$ cat src/rtl/uart_pkg.sv
// Shared UART definitions: frame-engine state encoding, parity helper and
// elaboration-time parameter legality check, common to the RX and TX blocks.
package uart_pkg;

  typedef enum logic [2:0] {
    ST_IDLE      = 3'd0,
    ST_START     = 3'd1,
    ST_DATA      = 3'd2,
    ST_PARITY    = 3'd3,
    ST_STOP      = 3'd4,
    ST_WAIT_HIGH = 3'd5
  } uart_state_e;

  // Expected parity bit for up to 9 data bits (zero-extend narrower words).
  function automatic logic par_calc(input logic [8:0] data, input logic odd);
    return (^data) ^ odd;
  endfunction

  // True when the frame parameters describe a supported configuration.
  function automatic bit cfg_legal(input int unsigned cpp, input int unsigned dw,
                                   input int unsigned pen, input int unsigned podd,
                                   input int unsigned sb);
    return (cpp >= 4) && ((cpp % 2) == 0) && (dw >= 5) && (dw <= 9) &&
           (pen <= 1) && (podd <= 1) && ((sb == 1) || (sb == 2));
  endfunction

endpackage

$ cat src/rtl/sync_2ff.sv
// Two-flop synchroniser for asynchronous inputs, with a configurable reset value.
module sync_2ff #(
  parameter int unsigned           WIDTH   = 1,
  parameter logic [WIDTH-1:0]      RST_VAL = '1
) (
  input  logic             i_clk,
  input  logic             i_rstn,
  input  logic [WIDTH-1:0] i_d,
  output logic [WIDTH-1:0] o_q
);

  logic [WIDTH-1:0] r_meta;
  logic [WIDTH-1:0] r_sync;

  // Two back-to-back flops resolve metastability before the signal is used.
  always_ff @(posedge i_clk or negedge i_rstn) begin
    if (!i_rstn) begin
      r_meta <= RST_VAL;
      r_sync <= RST_VAL;
    end else begin
      r_meta <= i_d;
      r_sync <= r_meta;
    end
  end

  assign o_q = r_sync;

endmodule

$ cat src/rtl/uart_rx_cfg.sv
// Configurable UART receiver: parametrised data width, optional parity and
// 1/2 stop bits, false-start rejection, error flags and valid/ready output
// with overrun detection.
module uart_rx_cfg
  import uart_pkg::*;
#(
  parameter int unsigned CLOCKS_PER_PULSE = 16,
  parameter int unsigned DATA_WIDTH       = 8,
  parameter int unsigned PARITY_EN        = 0,
  parameter int unsigned PARITY_ODD       = 0,
  parameter int unsigned STOP_BITS        = 1
) (
  input  logic                  clk,
  input  logic                  rstn,
  input  logic                  rx,
  output logic [DATA_WIDTH-1:0] data_out,
  output logic                  valid,
  input  logic                  ready,
  output logic                  parity_err,
  output logic                  frame_err,
  output logic                  overrun,
  output logic                  busy
);

  localparam int unsigned CW = $clog2(CLOCKS_PER_PULSE);
  localparam int unsigned BW = $clog2(DATA_WIDTH + 1);
  localparam logic [CW-1:0] HALF_M1 = CW'(CLOCKS_PER_PULSE / 2 - 1);
  localparam logic [CW-1:0] FULL_M1 = CW'(CLOCKS_PER_PULSE - 1);
  localparam logic [BW-1:0] DW_M1   = BW'(DATA_WIDTH - 1);
  localparam logic [BW-1:0] SB_M1   = BW'(STOP_BITS - 1);

  generate
    if (!cfg_legal(CLOCKS_PER_PULSE, DATA_WIDTH, PARITY_EN, PARITY_ODD, STOP_BITS)) begin : g_bad_cfg
      $error("uart_rx_cfg: illegal frame parameter set");
    end
  endgenerate

  logic                  w_rx_s;

  uart_state_e           r_state,    w_state_nxt;
  logic [CW-1:0]         r_cnt,      w_cnt_nxt;
  logic [BW-1:0]         r_bit,      w_bit_nxt;
  logic [DATA_WIDTH-1:0] r_shift,    w_shift_nxt;
  logic                  r_perr_int, w_perr_nxt;
  logic                  r_ferr_int, w_ferr_nxt;
  logic                  w_done;
  logic                  w_done_ferr;

  logic [DATA_WIDTH-1:0] r_data;
  logic                  r_valid;
  logic                  r_perr;
  logic                  r_ferr;
  logic                  r_overrun;

  sync_2ff #(
    .WIDTH   (1),
    .RST_VAL (1'b1)
  ) u_sync (
    .i_clk  (clk),
    .i_rstn (rstn),
    .i_d    (rx),
    .o_q    (w_rx_s)
  );

  // Frame engine registers: state, bit-period counter, bit counter, shifter, flags.
  always_ff @(posedge clk or negedge rstn) begin
    if (!rstn) begin
      r_state    <= ST_IDLE;
      r_cnt      <= '0;
      r_bit      <= '0;
      r_shift    <= '0;
      r_perr_int <= 1'b0;
      r_ferr_int <= 1'b0;
    end else begin
      r_state    <= w_state_nxt;
      r_cnt      <= w_cnt_nxt;
      r_bit      <= w_bit_nxt;
      r_shift    <= w_shift_nxt;
      r_perr_int <= w_perr_nxt;
      r_ferr_int <= w_ferr_nxt;
    end
  end

  // Next-state logic: sample mid-bit, shift data LSB first, evaluate parity and stop bits.
  always_comb begin
    w_state_nxt = r_state;
    w_cnt_nxt   = r_cnt;
    w_bit_nxt   = r_bit;
    w_shift_nxt = r_shift;
    w_perr_nxt  = r_perr_int;
    w_ferr_nxt  = r_ferr_int;
    w_done      = 1'b0;
    w_done_ferr = 1'b0;

    case (r_state)
      ST_IDLE: begin
        w_cnt_nxt = '0;
        w_bit_nxt = '0;
        if (!w_rx_s) w_state_nxt = ST_START;
      end

      ST_START: begin
        if (r_cnt == HALF_M1) begin
          w_cnt_nxt = '0;
          if (w_rx_s) begin
            w_state_nxt = ST_IDLE;
          end else begin
            w_state_nxt = ST_DATA;
            w_bit_nxt   = '0;
            w_perr_nxt  = 1'b0;
            w_ferr_nxt  = 1'b0;
          end
        end else begin
          w_cnt_nxt = r_cnt + CW'(1);
        end
      end

      ST_DATA: begin
        if (r_cnt == FULL_M1) begin
          w_cnt_nxt   = '0;
          w_shift_nxt = {w_rx_s, r_shift[DATA_WIDTH-1:1]};
          if (r_bit == DW_M1) begin
            w_bit_nxt   = '0;
            w_state_nxt = (PARITY_EN != 0) ? ST_PARITY : ST_STOP;
          end else begin
            w_bit_nxt = r_bit + BW'(1);
          end
        end else begin
          w_cnt_nxt = r_cnt + CW'(1);
        end
      end

      ST_PARITY: begin
        if (r_cnt == FULL_M1) begin
          w_cnt_nxt   = '0;
          w_perr_nxt  = (w_rx_s != par_calc(9'(r_shift), (PARITY_ODD != 0)));
          w_state_nxt = ST_STOP;
        end else begin
          w_cnt_nxt = r_cnt + CW'(1);
        end
      end

      ST_STOP: begin
        if (r_cnt == FULL_M1) begin
          w_cnt_nxt  = '0;
          w_ferr_nxt = r_ferr_int | ~w_rx_s;
          if (r_bit == SB_M1) begin
            w_bit_nxt   = '0;
            w_done      = 1'b1;
            w_done_ferr = r_ferr_int | ~w_rx_s;
            w_state_nxt = w_done_ferr ? ST_WAIT_HIGH : ST_IDLE;
          end else begin
            w_bit_nxt = r_bit + BW'(1);
          end
        end else begin
          w_cnt_nxt = r_cnt + CW'(1);
        end
      end

      ST_WAIT_HIGH: begin
        if (w_rx_s) w_state_nxt = ST_IDLE;
      end

      default: begin
        w_state_nxt = ST_IDLE;
        w_cnt_nxt   = '0;
        w_bit_nxt   = '0;
      end
    endcase
  end

  // Output holding register: load on completion when free, else flag overrun; clear on transfer.
  always_ff @(posedge clk or negedge rstn) begin
    if (!rstn) begin
      r_data    <= '0;
      r_valid   <= 1'b0;
      r_perr    <= 1'b0;
      r_ferr    <= 1'b0;
      r_overrun <= 1'b0;
    end else begin
      r_overrun <= 1'b0;
      if (w_done) begin
        if (!r_valid || ready) begin
          r_data  <= r_shift;
          r_valid <= 1'b1;
          r_perr  <= r_perr_int;
          r_ferr  <= w_done_ferr;
        end else begin
          r_overrun <= 1'b1;
        end
      end else if (r_valid && ready) begin
        r_valid <= 1'b0;
        r_perr  <= 1'b0;
        r_ferr  <= 1'b0;
      end
    end
  end

  assign data_out   = r_data;
  assign valid      = r_valid;
  assign parity_err = r_perr;
  assign frame_err  = r_ferr;
  assign overrun    = r_overrun;
  assign busy       = (r_state != ST_IDLE);

endmodule
$ cat config.mk
export PLATFORM = sky130hd
export DESIGN_NAME = uart_rx_cfg
export DESIGN_NICKNAME = d
export VERILOG_FILES = /design/src/rtl/uart_pkg.sv /design/src/rtl/sync_2ff.sv /design/src/rtl/uart_rx_cfg.sv
export SDC_FILE = /design/constraint.sdc
export NUM_CORES = 1
export LEC_CHECK = 0
export ABC_AREA = 0
export CORE_ASPECT_RATIO = 0.8
export CORE_MARGIN = 4
export CORE_UTILIZATION = 40
export DETAILED_ROUTE_END_ITERATION = 12
export HOLD_SLACK_MARGIN = 0.15
export PLACE_DENSITY = 0.56
export RECOVER_POWER = 100
export SYNTH_ARGS = -nofsm -noshare
export SYNTH_HDL_FRONTEND = slang
export SYNTH_SLANG_ARGS = --single-unit
$ cat constraint.sdc
create_clock -name clk -period 3 [get_ports clk]
set_input_delay 0.6 -clock clk [delete_from_list [all_inputs] [get_ports clk]]
set_output_delay 0.6 -clock clk [all_outputs]
set_load 0.005 [all_outputs]
==> impl_results.md, run 1 <==
* DIE AREA at 5710 um2
* FILL cells at 404
* TritonCTS Buffers at 5
* DP Worst Slack at 0.614 ns
* Final ANT Viol Nets at 0
* Design area at 2110 um2
* Drt wl/cell at 14.5 um
* Share of layout cells above drive strength 1 at 13.7%
* Post_cts resized at 0
* Later-pin clock latency in the skew report at 0.29 ns
* Reg2reg setup slack at 0.46 ns
* Largest family of logic cells by synthesized area: simple AND/OR/NAND/NOR gates
* Rel. slew slack at 62.6%
* Sequential share of the synthesized area at 48.2%
* Max-slew violation count at 0
* GPL Wtd Cong at 0.815
* Initial DRC Count at 101
* Synth Area in Compound Gates at 12.1%
* Slowest stage delay, CP at 0.64 ns
* Final WS setup at 0.462 ns
* Final #Nets at 196
* Max capacitance violation total at 0
* Synth Area in XOR/XNOR at 3.84%
* Top cells by count, synth: dfrtp_1 (33), nand2_1 (15), mux2_2 (14), o21ai_0 (14), nor2_1 (10)
* Critical Path AT at 2.76 ns
* Syn_area_per_cell at 10.4 um2
* Overall routing resource usage at 14.2%
* CTS tree: yes
* Area contributors post-synth: dfrtp_1 (45%), mux2_2 (8.6%), o21ai_0 (3.8%)
* Synth async-reset ratio at 100%
* Synth-to-layout area growth at 15.6%
* Overflow after GRT at 0
* Non-filler cells, final at 247
* Pwr/cell area at 653 nW/um2
* Setup TNS Final at 0 ns
* CTS Root Buffer Type: clkbuf_8
* DRC at 0
* Total setup buffers inserted after CTS at 0
* Clk pin slew, worst setup/hold paths at 0.07 ns
* Clk buf depth at 2
* Grt met3 use at 5.54%
* Grt met2 use at 20.9%
* Netlist Area Pre-Place at 1820 um2
* Cell variety after synth at 42
* DP Wirelength at 2.46 mm
* Synth top area share at 45.3%
* CP max FO at 22
* HP Class: flip-flop to flip-flop
* Port bufs at 16
* CP Capture Type: flip-flop
* Gr busiest metal: met2
* Most common cell in the netlist: dfrtp_1
* Initial antenna violation count at 0
* Top_reg_cell synth: dfrtp_1
* Multi-input logic area at 858 um2
* Starting Density at 42.6%
* Mux cell area share after synthesis at 12.1%
* Clock sink count at 35
* GR Util met1 at 19.7%
* Via count at 1,327
* CP Launch Type: flip-flop
* Final setup violation count at 0
* Die W at 83.5 um
* Post-CTS Hold Buffers at 0
* Die H at 68.4 um
* Simple-gate area share of the yosys netlist at 17.4%
* Final wirelength at 3.59 mm
* Global-route wire length before repair at 6.25 mm
* H-tree depth at 2
* VDD IR max at 0.000346 V
* Placed cell area at 2000 um2
* Tcrit/Tclk final at 84.6%
* Cell row count at 21
* Fin. Hold Viols at 0
* Leak at 0.989 nW
* Final Critical Period at 2.54 ns
* Adder-Cell Fraction of Synth Area at 2.06%
* Synthesized flop and latch total at 35
* CP max stage cell: or4_2
* Largest net degree at the start of global routing at 36
* Status: finished, final reports clean
* CP Class: flip-flop to flip-flop
* Vias in the first global route at 1,274
* Post-placement cell count at 239
* EDFF count, synth at 0
* # IOs at 17
* Synth Net Count at 183
* Drt pass-1 iters at 4
* Worst slew pin tran at 0.560 ns
* Post-synth top area cell: dfrtp_1
* Unrepaired setup endpoints after global routing: no
* Sequential standard cell area at 878 um2
* Drt via density at 5.37
* Cell Chain, Critical Path: or2_0 > or4_2 > and3_1 > or4_1 > nand2_1
* Antenna diodes at 0
* Maximum operating frequency at 0.394 GHz
* CP required at 3.22 ns
* Gate Count Post-Synth at 176
* Core Region at 4280 um2
* Layout Skew at 0.00903 ns
* Ys Warns at 0
==> cells by family after synthesis <==
| group | count (synthesis) |
|---|---|
| buffers and inverters | 16 |
| and+or+nand+nor | 58 |
| adders and majority gates | 3 |
| DFF | 35 |
| xor gates and xnor gates | 8 |
| muxes | 20 |
| AOI/OAI and AO/OA | 36 |
==> report_power, final <==
group	total (mW)	internal, mW	leakage [nW]	switching, mW
logic	0.335	0.153	0.463	0.182
clock network	0.424	0.247	0.0581	0.176
registers	0.618	0.517	0.469	0.101
total	1.38	0.917	0.989	0.459
==> cell usage in the layout (no fill, tap or decap), types with 4 or more instances in the layout <==
| cell | count |
|---|---|
| nor3_1 | 4 |
| o21ai_0 | 14 |
| mux2_2 | 14 |
| dlygate4sd3_1 | 15 |
| nand2_1 | 15 |
| clkbuf_8 | 5 |
| inv_1 | 5 |
| dfrtp_1 | 33 |
| nand3_1 | 6 |
| a21oi_1 | 7 |
| nor2_1 | 10 |
| nor2b_1 | 5 |
| xnor2_1 | 7 |
==> area by class of cell <==
| cell class | instances | area share (%) |
|---|---|---|
| Inverter | 5 | 0.891 |
| Tap cell | 57 | 3.38 |
| Sequential cell | 35 | 41.7 |
| Clock buffer | 5 | 3.27 |
| Timing Repair Buffer | 17 | 7.96 |
| Clock inverter | 3 | 2.08 |
| Multi-Input combinational cell | 125 | 40.7 |
==> worst paths after layout <==
kind                          startpoint             to  cells after the start
setup / recovery              r_state[2]       r_bit[3]                      5
hold / removal             u_sync.r_meta     u_sync.o_q                      0
setup reg to reg              r_state[2]       r_bit[3]                      5
hold reg to reg            u_sync.r_meta     u_sync.o_q                      0
max in group asynchronous           rstn  u_sync.r_meta                      2
min in group asynchronous           rstn    data_out[0]                      2
==> critical path, delay by kind of cell, from the launching register on <==
family | cells | cell delay [ns]
AND/OR/NAND/NOR | 5 | 1.89
flip-flops | 1 | 0.59
==> registers in the layout, indices dropped and copies added, names as in the netlist <==
name / cells
data_out: 8
parity_err: 1
r_state: 3
valid: 1
u_sync.o_q: 1
u_sync.r_meta: 1
r_shift: 8
r_bit: 4
r_ferr_int: 1
r_cnt: 4
overrun: 1
frame_err: 1
r_perr_int: 1
==> layer usage <==
metal	routed length (um)	share of wire (%)	up-vias
li1	-	-	651
met1	1770	49	632
met2	1580	44	38
met3	210	5.8	6
met4	36	1.0	0
met5	0	0	-
==> through the flow <==
stage	hold slack [ns]	util, %	power [mW]
global placement	0.346	46.8	0.972
CTS	0.359	49.4	1.41
floorplan	0.304	-	0.902
detailed placement	0.349	46.8	0.979
finish	0.358	49.2	1.38
global route	0.365	49.2	1.48
(Power assumes the default switching activity.)
==> run 2: changes to the inputs <==
Settings changed: PLACE_DENSITY 0.56 to 0.58.
Clock period 3 ns to 2.05 ns, I/O delays scaled along.
==> run 2 against run 1 <==
The run now ends with setup timing left. Clock skew fell by 0.00055 ns. Routed wire length is 6.0% higher. Die area stayed put.
==> impl_results.md, run 2 (synthesis results as in run 1) <==
* Leak at 1.06 nW
* Status: complete, but fails checks
* DIE AREA at 5710 um2
* Clk buf depth at 2
* Clock sink count at 35
* CP max stage cell: or4_4
* # IOs at 17
* CTS tree: yes
* CP max FO at 8
* Unrepaired setup endpoints after global routing: yes
* Int Pwr at 1.53 mW
* Die W at 83.5 um
* Share of layout cells above drive strength 1 at 28.2%
* Post-placement cell count at 255
* Vias in the first global route at 1,372
* GPL Wtd Cong at 0.853
* Drt via density at 5.33
* Final Core Density at 53.9%
* Drt wl/cell at 14.3 um
* CTS Root Buffer Type: clkbuf_8
* DRC at 0
* Overflow after GRT at 0
* Failing checks: setup timing
* Critical Path AT at 2.24 ns
* Clock power share at 27.0%
* Drt pass-1 iters at 4
* Initial antenna violation count at 0
* VDD IR max at 0.000559 V
* TritonCTS Buffers at 5
* CP Launch Type: flip-flop
* DP Wirelength at 2.64 mm
* Largest net degree at the start of global routing at 36
* Core Region at 4280 um2
* Combinational power share at 36.6%
* Maximum operating frequency at 0.483 GHz
* Sequential standard cell area at 878 um2
* Worst slew pin tran at 0.856 ns
* CP Class: flip-flop to flip-flop
* FILL cells at 396
* Power share of the sequential group at 36.4%
* Cell Chain, Critical Path: inv_2 > ha_2 > or3b_4 > or4_4 > mux2_4
* Cell row count at 21
* Commonest non-fill, non-tap cell in the layout: dfrtp_1
* Antenna diodes at 0
* Overall routing resource usage at 14.9%
* Final Critical Period at 2.07 ns
* Max capacitance violation total at 0
* Tcrit/Tclk final at 101%
* Via count at 1,418
* CP required at 2.22 ns
* Delay-heaviest family, CP: simple AND/OR/NAND/NOR gates
* Initial DRC Count at 94
* Fin. Hold Viols at 0
* H-tree depth at 2
* Die H at 68.4 um
* Final ANT Viol Nets at 0
* Port bufs at 16
* Final WS setup at -0.0193 ns
* Clk pin slew, worst setup/hold paths at 0.07 ns
* Later-pin clock latency in the skew report at 0.29 ns
* Pwr/cell area at 979 nW/um2
* Synth-to-layout area growth at 26.6%
* Sw frac at 32.3%
* Most frequent cells in the layout: dfrtp_1 (33), buf_4 (17), nand2_1 (15), o21ai_0 (14), mux2_2 (14)
* Worst Path Buf+Inv at 1
* Non-filler cells, final at 266
* HP Class: flip-flop to flip-flop
* Max-slew violation count at 0
* Final setup violation count at 3
* Layout Skew at 0.00848 ns
* Sw Pwr at 730 uW
* Setup TNS Final at -0.0538 ns
* Slowest stage delay, CP at 0.60 ns
* Final #Nets at 215
* Rel. slew slack at 42.9%
* Multi-input logic area at 913 um2
* Final wirelength at 3.81 mm
* Starting Density at 42.6%
* Post-CTS Hold Buffers at 0
* CP Capture Type: flip-flop
* Global-route wire length before repair at 6.55 mm
## run 2: changes by cell type in the layout (fill, tap and decap cells not counted), moves of 2 or more
cell             before  now
buf_4                 1   17
dlygate4sd3_1        15    2
clkdlybuf4s50_1       1   13
mux2_1                3    0
mux2_4                0    3
buf_6                 0    2
nor3b_1               2    0
nor3b_2               0    2
or4_4                 0    2
## run 2: area by class of cell
class                      instances  area share [%]
clock buffer                       5            2.98
clock inverter                     3            1.90
inverter                           5           0.813
multi-input combinational        125            39.6
sequential                        35            38.0
tap                               57            3.09
timing repair buffer              36            13.6
## run 2: layer usage
| metal | up-vias | share of wire (%) | track usage, % |
|---|---|---|---|
| li1 | 687 | - | - |
| met1 | 682 | 46 | 19.0 |
| met2 | 47 | 47 | 23.6 |
| met3 | 2 | 6.4 | 5.78 |
| met4 | 0 | 0.79 | 5.02 |
| met5 | - | 0 | 0 |
## run 2: repair_timing
item                       CTS  global route
resized for setup            6             9
setup endpoints to repair   10            12
pin swaps                    0             1
setup buffers                1             3
## run 2: path summary, 6_finish.rpt
kind | startpoint | to | slack (ns) | cells after the start
setup / recovery | r_bit[0] | data_out[6] | -0.02 | 5
hold / removal | u_sync.r_meta | u_sync.o_q | 0.36 | 0
setup reg to reg | r_bit[0] | data_out[6] | -0.02 | 5
hold reg to reg | u_sync.r_meta | u_sync.o_q | 0.36 | 0
max in group asynchronous | rstn | data_out[0] | 0.74 | 2
min in group asynchronous | rstn | valid | 0.76 | 2
## run 2: per-stage QoR
| step | area, um2 | hold WS [ns] | setup slack, ns | power [mW] |
|---|---|---|---|---|
| finish | 2310 | 0.357 | -0.0193 | 2.26 |
| CTS | 2270 | 0.361 | -0.0194 | 2.22 |
| global placement | 2130 | 0.349 | 0.000882 | 1.55 |
| floorplan | 1830 | 0.114 | -0.0316 | 1.33 |
| detailed placement | 2130 | 0.350 | -0.0470 | 1.57 |
| global route | 2310 | 0.364 | -0.0585 | 2.42 |
## run 2: power by group through the flow
stage | registers, mW | clock network (mW) | logic, mW
final | 0.822 | 0.611 | 0.828
after floorplan | 0.809 | 0 | 0.523
after global routing | 0.829 | 0.668 | 0.921
after detailed placement | 0.830 | 0 | 0.742
after CTS | 0.820 | 0.637 | 0.761
after global placement | 0.829 | 0 | 0.725
